`src/rtl/vga_timing_gen_if.sv`:
```
// rtl/vga_timing_gen_if.sv - raster timing bundle from vga_timing_gen to the display colour stages
interface vga_timing_gen_if;
  logic       pix_en;
  logic [9:0] x_cnt;
  logic [9:0] y_cnt;
  logic       hsync;
  logic       vsync;
  logic       valid;
  logic       line_start;
  logic       frame_start;
  logic [7:0] frame_cnt;

  modport master (
    output pix_en, x_cnt, y_cnt, hsync, vsync, valid,
           line_start, frame_start, frame_cnt
  );

  modport slave (
    input  pix_en, x_cnt, y_cnt, hsync, vsync, valid,
           line_start, frame_start, frame_cnt
  );
endinterface

```
`src/rtl/vga_timing_gen.sv`:
```
// rtl/vga_timing_gen.sv - 640x480@60Hz VGA raster timing (pixel divider, x/y counters, syncs, strobes)
// Optional VGA_SYNC_DELAY_EN: hsync/vsync/valid delayed by one pixel period.
module vga_timing_gen #(
  parameter int CLK_DIV   = 4,
  parameter int H_VISIBLE = 640,
  parameter int H_FRONT   = 16,
  parameter int H_SYNC    = 96,
  parameter int H_BACK    = 48,
  parameter int V_VISIBLE = 480,
  parameter int V_FRONT   = 10,
  parameter int V_SYNC    = 2,
  parameter int V_BACK    = 33,
  parameter int SYNC_POL  = 0
) (
  input  logic             clk,
  input  logic             rst,
  vga_timing_gen_if.master tim_o
);

  localparam int H_TOTAL = H_VISIBLE + H_FRONT + H_SYNC + H_BACK;
  localparam int V_TOTAL = V_VISIBLE + V_FRONT + V_SYNC + V_BACK;
  localparam int DIV_W   = (CLK_DIV > 1) ? $clog2(CLK_DIV) : 1;

  localparam logic [DIV_W-1:0] DIV_LAST = DIV_W'(CLK_DIV - 1);
  localparam logic [9:0] X_LAST   = 10'(H_TOTAL - 1);
  localparam logic [9:0] Y_LAST   = 10'(V_TOTAL - 1);
  localparam logic [9:0] X_VIS    = 10'(H_VISIBLE);
  localparam logic [9:0] Y_VIS    = 10'(V_VISIBLE);
  localparam logic [9:0] HS_START = 10'(H_VISIBLE + H_FRONT);
  localparam logic [9:0] HS_END   = 10'(H_VISIBLE + H_FRONT + H_SYNC);
  localparam logic [9:0] VS_START = 10'(V_VISIBLE + V_FRONT);
  localparam logic [9:0] VS_END   = 10'(V_VISIBLE + V_FRONT + V_SYNC);
  localparam logic       SYNC_ON  = (SYNC_POL != 0);

  logic [DIV_W-1:0] div_q, div_d;
  logic             pix_en_q, pix_en_d;
  logic [9:0]       x_q, x_d;
  logic [9:0]       y_q, y_d;
  logic [7:0]       fcnt_q, fcnt_d;
  logic             line_start_q, line_start_d;
  logic             frame_start_q, frame_start_d;
  logic             hsync_q, hsync_d;
  logic             vsync_q, vsync_d;
  logic             valid_q, valid_d;

  always_comb begin
    div_d         = (div_q == DIV_LAST) ? '0 : div_q + 1'b1;
    pix_en_d      = (div_d == DIV_LAST);
    x_d           = x_q;
    y_d           = y_q;
    fcnt_d        = fcnt_q;
    line_start_d  = 1'b0;
    frame_start_d = 1'b0;

    if (pix_en_q) begin
      if (x_q == X_LAST) begin
        x_d          = '0;
        line_start_d = 1'b1;
        if (y_q == Y_LAST) begin
          y_d           = '0;
          frame_start_d = 1'b1;
          fcnt_d        = fcnt_q + 8'd1;
        end else begin
          y_d = y_q + 10'd1;
        end
      end else begin
        x_d = x_q + 10'd1;
      end
    end

    // Decoded from the next-state counters so the registered syncs line up with x/y.
    hsync_d = ((x_d >= HS_START) && (x_d < HS_END)) ? SYNC_ON : ~SYNC_ON;
    vsync_d = ((y_d >= VS_START) && (y_d < VS_END)) ? SYNC_ON : ~SYNC_ON;
    valid_d = (x_d < X_VIS) && (y_d < Y_VIS);
  end

  always_ff @(posedge clk or negedge rst) begin
    if (!rst) begin
      div_q         <= '0;
      pix_en_q      <= 1'b0;
      x_q           <= '0;
      y_q           <= '0;
      fcnt_q        <= '0;
      line_start_q  <= 1'b0;
      frame_start_q <= 1'b0;
      hsync_q       <= ~SYNC_ON;
      vsync_q       <= ~SYNC_ON;
      valid_q       <= 1'b0;
    end else begin
      div_q         <= div_d;
      pix_en_q      <= pix_en_d;
      x_q           <= x_d;
      y_q           <= y_d;
      fcnt_q        <= fcnt_d;
      line_start_q  <= line_start_d;
      frame_start_q <= frame_start_d;
      hsync_q       <= hsync_d;
      vsync_q       <= vsync_d;
      valid_q       <= valid_d;
    end
  end

`ifdef VGA_SYNC_DELAY_EN
  logic hsync_dly_q;
  logic vsync_dly_q;
  logic valid_dly_q;

  // Captured on the pixel edge, so each output describes the previous pixel.
  always_ff @(posedge clk or negedge rst) begin
    if (!rst) begin
      hsync_dly_q <= ~SYNC_ON;
      vsync_dly_q <= ~SYNC_ON;
      valid_dly_q <= 1'b0;
    end else if (pix_en_q) begin
      hsync_dly_q <= hsync_q;
      vsync_dly_q <= vsync_q;
      valid_dly_q <= valid_q;
    end
  end

  assign tim_o.hsync = hsync_dly_q;
  assign tim_o.vsync = vsync_dly_q;
  assign tim_o.valid = valid_dly_q;
`else
  assign tim_o.hsync = hsync_q;
  assign tim_o.vsync = vsync_q;
  assign tim_o.valid = valid_q;
`endif

  assign tim_o.pix_en      = pix_en_q;
  assign tim_o.x_cnt       = x_q;
  assign tim_o.y_cnt       = y_q;
  assign tim_o.line_start  = line_start_q;
  assign tim_o.frame_start = frame_start_q;
  assign tim_o.frame_cnt   = fcnt_q;

endmodule

```
`src/flat_wrapper.sv`:
```
// flat-port wrapper written by rule: the top's interface ports become plain ports
module vga_timing_gen_flat 
#(
  parameter int CLK_DIV   = 4,
  parameter int H_VISIBLE = 640,
  parameter int H_FRONT   = 16,
  parameter int H_SYNC    = 96,
  parameter int H_BACK    = 48,
  parameter int V_VISIBLE = 480,
  parameter int V_FRONT   = 10,
  parameter int V_SYNC    = 2,
  parameter int V_BACK    = 33,
  parameter int SYNC_POL  = 0
)
  (clk, rst, tim_o_pix_en, tim_o_x_cnt, tim_o_y_cnt, tim_o_hsync, tim_o_vsync, tim_o_valid, tim_o_line_start, tim_o_frame_start, tim_o_frame_cnt);
  vga_timing_gen_if tim_o_i ();
  input  logic clk;
  input  logic rst;
  output wire logic [$bits(tim_o_i.pix_en)-1:0] tim_o_pix_en;
  output wire logic [$bits(tim_o_i.x_cnt)-1:0] tim_o_x_cnt;
  output wire logic [$bits(tim_o_i.y_cnt)-1:0] tim_o_y_cnt;
  output wire logic [$bits(tim_o_i.hsync)-1:0] tim_o_hsync;
  output wire logic [$bits(tim_o_i.vsync)-1:0] tim_o_vsync;
  output wire logic [$bits(tim_o_i.valid)-1:0] tim_o_valid;
  output wire logic [$bits(tim_o_i.line_start)-1:0] tim_o_line_start;
  output wire logic [$bits(tim_o_i.frame_start)-1:0] tim_o_frame_start;
  output wire logic [$bits(tim_o_i.frame_cnt)-1:0] tim_o_frame_cnt;
  assign tim_o_pix_en = tim_o_i.pix_en;
  assign tim_o_x_cnt = tim_o_i.x_cnt;
  assign tim_o_y_cnt = tim_o_i.y_cnt;
  assign tim_o_hsync = tim_o_i.hsync;
  assign tim_o_vsync = tim_o_i.vsync;
  assign tim_o_valid = tim_o_i.valid;
  assign tim_o_line_start = tim_o_i.line_start;
  assign tim_o_frame_start = tim_o_i.frame_start;
  assign tim_o_frame_cnt = tim_o_i.frame_cnt;
  vga_timing_gen #(.CLK_DIV(CLK_DIV), .H_VISIBLE(H_VISIBLE), .H_FRONT(H_FRONT), .H_SYNC(H_SYNC), .H_BACK(H_BACK), .V_VISIBLE(V_VISIBLE), .V_FRONT(V_FRONT), .V_SYNC(V_SYNC), .V_BACK(V_BACK), .SYNC_POL(SYNC_POL)) u_core (.clk(clk), .rst(rst), .tim_o(tim_o_i));
endmodule
```
`config.mk`:
```
export PLATFORM = sky130hd
export DESIGN_NAME = vga_timing_gen_flat
export DESIGN_NICKNAME = d
export VERILOG_FILES = /design/src/rtl/vga_timing_gen_if.sv /design/src/rtl/vga_timing_gen.sv /design/src/flat_wrapper.sv
export SDC_FILE = /design/constraint.sdc
export NUM_CORES = 1
export LEC_CHECK = 0
export CAP_MARGIN = 20
export CORE_MARGIN = 2
export CORE_UTILIZATION = 25
export CTS_CLUSTER_SIZE = 8
export DETAILED_ROUTE_END_ITERATION = 8
export PLACE_DENSITY_LB_ADDON = 0.15
export RECOVER_POWER = 25
export SLEW_MARGIN = 15
export SYNTH_ARGS = -nofsm -noshare
export SYNTH_HDL_FRONTEND = slang
export SYNTH_SLANG_ARGS = --single-unit
```
`constraint.sdc`:
```
create_clock -name clk -period 2.68 [get_ports clk]
set_clock_uncertainty 0.2 [all_clocks]
set_input_delay 0.268 -clock clk [delete_from_list [all_inputs] [get_ports clk]]
set_output_delay 0.268 -clock clk [all_outputs]
set_load 0.01 [all_outputs]
```
== Yosys cells after proc, flatten, opt, wreduce, memory -nomap -nowiden ==
Cells that the tools add are included.
Operators by class
  $lt $le $gt $ge: 6
  $add $sub $neg: 4
  equality and inequality tests: 4
  reductions and logical operators: 4
  muxes and demuxes: 13
Operators by type and width (count)
  10-bit 2-to-1 mux: 5
  10-bit by 1-bit adder with 10-bit output, second input constant: 2
  10-bit == test, second input constant: 2
  10-bit < comparator, second input constant: 2
  10-bit by 9-bit < comparator with 1-bit output, second input constant: 2
  10-bit >= comparator, second input constant: 1
  10-bit by 9-bit >= comparator with 1-bit output, second input constant: 1
  8-bit by 1-bit adder with 8-bit output, second input constant: 1
  1-bit 2-to-1 mux: 7
  2-bit == test, second input constant: 2
  1-bit logical AND: 3
  3-bit AND reduction: 1
  2-bit by 1-bit adder with 2-bit output, second input constant: 1
  2-bit 2-to-1 mux: 1
Word-level totals
  logic and storage cells: 41
  input port bits: 2
  output and inout bits: 34
  flip-flop bits (word level): 36

== Logic depth before layout (Yosys ltp) ==
  word-level depth: 7
  gate-level depth with buffers: 8
  depth with buffers taken out: 7

== Worst setup path after synthesis ==
Ideal clock, no wire load.
  path kind: reg2reg
  from: reg u_core.x_q[6] (netlist: u_core.tim_o.x_cnt[6])
  to: reg u_core.vsync_q (netlist: u_core.tim_o.vsync)
  cell stages (with the launch flop): 6
  arrival: 2.285 ns
  setup time: 0.097 ns
  path slack: 0.098 ns
  buffers on the path: 0
  cell sequence: dfrtp_1 or3b_4 or4_4 or4_4 a221oi_2 o2111ai_1
Between the ends
  word-level cells in the longest chain between the ends: 6
RTL lines
  start: declaration: RTL line vga_timing_gen.sv:37  | logic [9:0] x_q, x_d;
  start signal: assignment: RTL line vga_timing_gen.sv:81  | x_q <= '0;
  start signal: assignment: RTL line vga_timing_gen.sv:92  | x_q <= x_d;
  10-bit == test (*): RTL line vga_timing_gen.sv:56  | if (x_q == X_LAST) begin
  10-bit 2-to-1 mux (*): RTL line vga_timing_gen.sv:56
  10-bit 2-to-1 mux (*): RTL line vga_timing_gen.sv:55  | if (pix_en_q) begin
  10-bit by 9-bit >= comparator with 1-bit output or 10-bit by 9-bit < comparator with 1-bit output (tied branches): RTL line vga_timing_gen.sv:73  | vsync_d = ((y_d >= VS_START) && (y_d < VS_END)) ? SYNC_ON : ~SYNC_ON;
  1-bit logical AND (*): RTL line vga_timing_gen.sv:73
  1-bit 2-to-1 mux (*): RTL line vga_timing_gen.sv:73
  via u_core.vsync_d: RTL line vga_timing_gen.sv:43  | logic vsync_q, vsync_d;
  end signal: assignment: RTL line vga_timing_gen.sv:87  | vsync_q <= ~SYNC_ON;
  end signal: assignment: RTL line vga_timing_gen.sv:98  | vsync_q <= vsync_d;
  end: declaration: RTL line vga_timing_gen.sv:43
Mark *: on every way through the listed nets, which the timed path passes. The rest lies on a longest branch.
A chain may end at the register's enable or synchronous reset.

== Worst setup path in the final report ==
Same ends and word-level chain as after synthesis.

==> impl_metrics.json <==
{
  "clk_pin_slew_ns": 0.08,
  "met1_length_um": 2101,
  "htree_levels": 2,
  "die_w_um": 88.24,
  "dr_wl_met3_um": 123,
  "synth_cell_types": 37,
  "drtIter0Drc": 76,
  "worst_r2r_path_depth": 5,
  "yosys.cell_count.top_type": "dfrtp_1",
  "holdPathStages": 1,
  "async_flop_share": 1.000,
  "cp_data_required_time_ns": 2.68,
  "synth-main-ff-cell": "dfrtp_1",
  "power.density_nw_per_um2": 420.6,
  "synth_nets": 182,
  "gr-total-overflow": 0,
  "netlist.area_leader.share": 0.4795,
  "drt_first_pass_iters": 4,
  "r2r_start": "u_core.tim_o.x_cnt[6]",
  "setup_violations": 0,
  "synth-seq-cells": 36,
  "synth_commonest_cells": "34 x dfrtp_1, 20 x nand2_1, 12 x o21ai_0",
  "antenna_found_initial": 0,
  "tritoncts": "built",
  "synth_xor_area_frac": 0.07898,
  "diodes": 0,
  "slew_headroom": 0.3743,
  "rows": 30,
  "wl_um": 4352,
  "gp_congestion": 0.8515,
  "final_hold_viol_count": 0,
  "fillers": 746,
  "synth.area.top_cells": "dfrtp_1 48%, xnor2_1 5.4%, ha_1 4.2%",
  "worstSkewPairLatency_ns": 0.29,
  "seq_area_sq_um": 903.4,
  "root_buffer": "clkbuf_8",
  "yosys_warnings": 0,
  "ir_drop_mv": 0.1390,
  "drive_gt1_frac": 0.1472,
  "grt_max_degree": 37,
  "avgSynthCellArea_sq_um": 10.20,
  "p_leak_uw": 0.001075,
  "fin_crit_ns": 2.599,
  "grt_pass1_wl_um": 7238,
  "core_region_area_sq_um": 6832,
  "path_max_fanout": 6,
  "hold_class": "reg2reg",
  "synth-compound-area-share": 0.09309,
  "drv_slew": 0,
  "route.detailed.drc": 0,
  "multi_input_area_sq_um": 814.5,
  "ant_nets": 0,
  "setup_tns_ns": 0,
  "cts.sinks": 36,
  "start_util": 0.2597,
  "routed.top_layer": "met4",
  "gr-usage-all-layers": 0.1203,
  "synthAdderAreaFrac": 0.04231,
  "path_class": "reg2reg",
  "crit_path_start_kind": "flop",
  "post_drt_wl_per_cell_um": 13.31,
  "synth_edf_count": 0,
  "numCtsBuffers": 5,
  "syn_inst": 174,
  "synthSimpleGateAreaFrac": 0.2271,
  "fin_nets": 238,
  "pre_cts_ws_ns": 0.07056,
  "worstMarginPinSlew_ns": 0.9385,
  "setup_ws_ns": 0.08141,
  "yosys.area.top_type": "dfrtp_1",
  "cts_setup_buffers": 0,
  "die_h_um": 88.24,
  "syn2layout_area_growth_pct": 39.21,
  "synth_area_sq_um": 1774,
  "drv_cap": 0,
  "numPortBuffers": 35,
  "viasPerCell": 4.541,
  "synthMuxAreaShare": 0.01763,
  "period_share": 0.9696,
  "critical_path_arrival_ns": 2.60,
  "postCtsHoldBufs": 1,
  "endpoint_kind": "flop",
  "ctsResizeCount": 0,
  "min_from": "u_core.div_q[0]",
  "ios": 36,
  "design.die.area_sq_um": 7786,
  "dp_hpwl_um": 3182,
  "status": "finished clean",
  "route.met2.wl_um": 2051,
  "startpoint": "u_core.tim_o.x_cnt[6]",
  "clock.fmax_mhz": 384.8,
  "vias": 1485,
  "cts.path.max_buffers": 2,
  "synth_top_family_by_area": "simple AND/OR/NAND/NOR gates",
  "ys_seq_area_frac": 0.5092,
  "rsz0062_at_grt": "no",
  "grt_pass1_vias": 1446
}
[cell usage in the layout (no fill, tap or decap), drive strengths merged, types with 3 or more instances in the layout]
| master | count |
|---|---|
| and3 | 6 |
| and4 | 3 |
| buf | 16 |
| clkbuf | 7 |
| clkdlybuf4s50 | 34 |
| dfrtp | 34 |
| ha | 6 |
| inv | 11 |
| nand2 | 20 |
| nand2b | 3 |
| nand3 | 7 |
| nand4 | 10 |
| nor2 | 8 |
| nor3 | 6 |
| o21ai | 12 |
| xnor2 | 11 |
| xor2 | 5 |
[per-layer routing]
| layer | global-route usage | vias up |
|---|---|---|
| met5 | 0 | - |
| met4 | 0.04408 | 0 |
| met1 | 0.1658 | 716 |
| met3 | 0.02799 | 8 |
| li1 | - | 735 |
| met2 | 0.1852 | 26 |
[registers in the layout (all words and copies together), names as in the netlist]
name,count
u_core.tim_o.frame_start,1
u_core.div_q,2
u_core.tim_o.line_start,1
u_core.tim_o.valid,1
u_core.tim_o.frame_cnt,8
u_core.tim_o.x_cnt,10
u_core.tim_o.y_cnt,10
u_core.tim_o.pix_en,1
u_core.tim_o.vsync,1
u_core.tim_o.hsync,1
[critical path, cell delays in order (launching register included)]
cell and delay [ns]:
dfrtp_1 0.38, or3b_4 0.41, or4_4 0.53, or4_4 0.54, a221oi_2 0.31, o2111ai_1 0.15
[final timing paths]
path                                         endpoint  slack, ns
worst max register to register     u_core.tim_o.vsync       0.08
max in group asynchronous       u_core.tim_o.y_cnt[0]       1.24
worst min-delay path                  u_core.div_q[0]       0.26
min in group asynchronous       u_core.tim_o.x_cnt[5]       0.46
worst min register to register        u_core.div_q[0]       0.26
worst max-delay path               u_core.tim_o.vsync       0.08
[where the power goes]
group          internal, uW  total (uW)  leakage [uW]  switching (uW)
clock                   275         484     0.0000541             208
sequential              543         543      0.000477               0
combinational          1.43        12.3      0.000545            10.9
total                   820        1040       0.00108             219
[layout make-up]
class	instances	area share
multi-input combinational	123	0.3298
sequential	36	0.3658
timing repair buffer	53	0.1940
clock buffer	5	0.02786
tap	96	0.04863
clock inverter	3	0.01722
inverter	11	0.01672
[stage by stage]
step | cells | utilization | hold WS [ns] | power (uW) | cell area (sq um)
finish | 327 | 0.3615 | 0.2569 | 1039 | 2470
global placement | 318 | 0.3443 | 0.2461 | 566.5 | 2352
CTS | 327 | 0.3621 | 0.2687 | 1061 | 2474
floorplan | 174 | - | -0.2276 | 553.7 | 1774
global route | 327 | 0.3615 | 0.2777 | 1081 | 2470
detailed placement | 318 | 0.3443 | 0.2373 | 566.2 | 2352
[logic make-up after synthesis]
kind of cell	after synthesis
DFF	36
and+or+nand+nor	73
muxes	3
xor gates and xnor gates	16
adders and majority gates	6
buffers and inverters	15
AOI/OAI and AO/OA	25
Note: power is estimated with default switching activity, not from simulation.
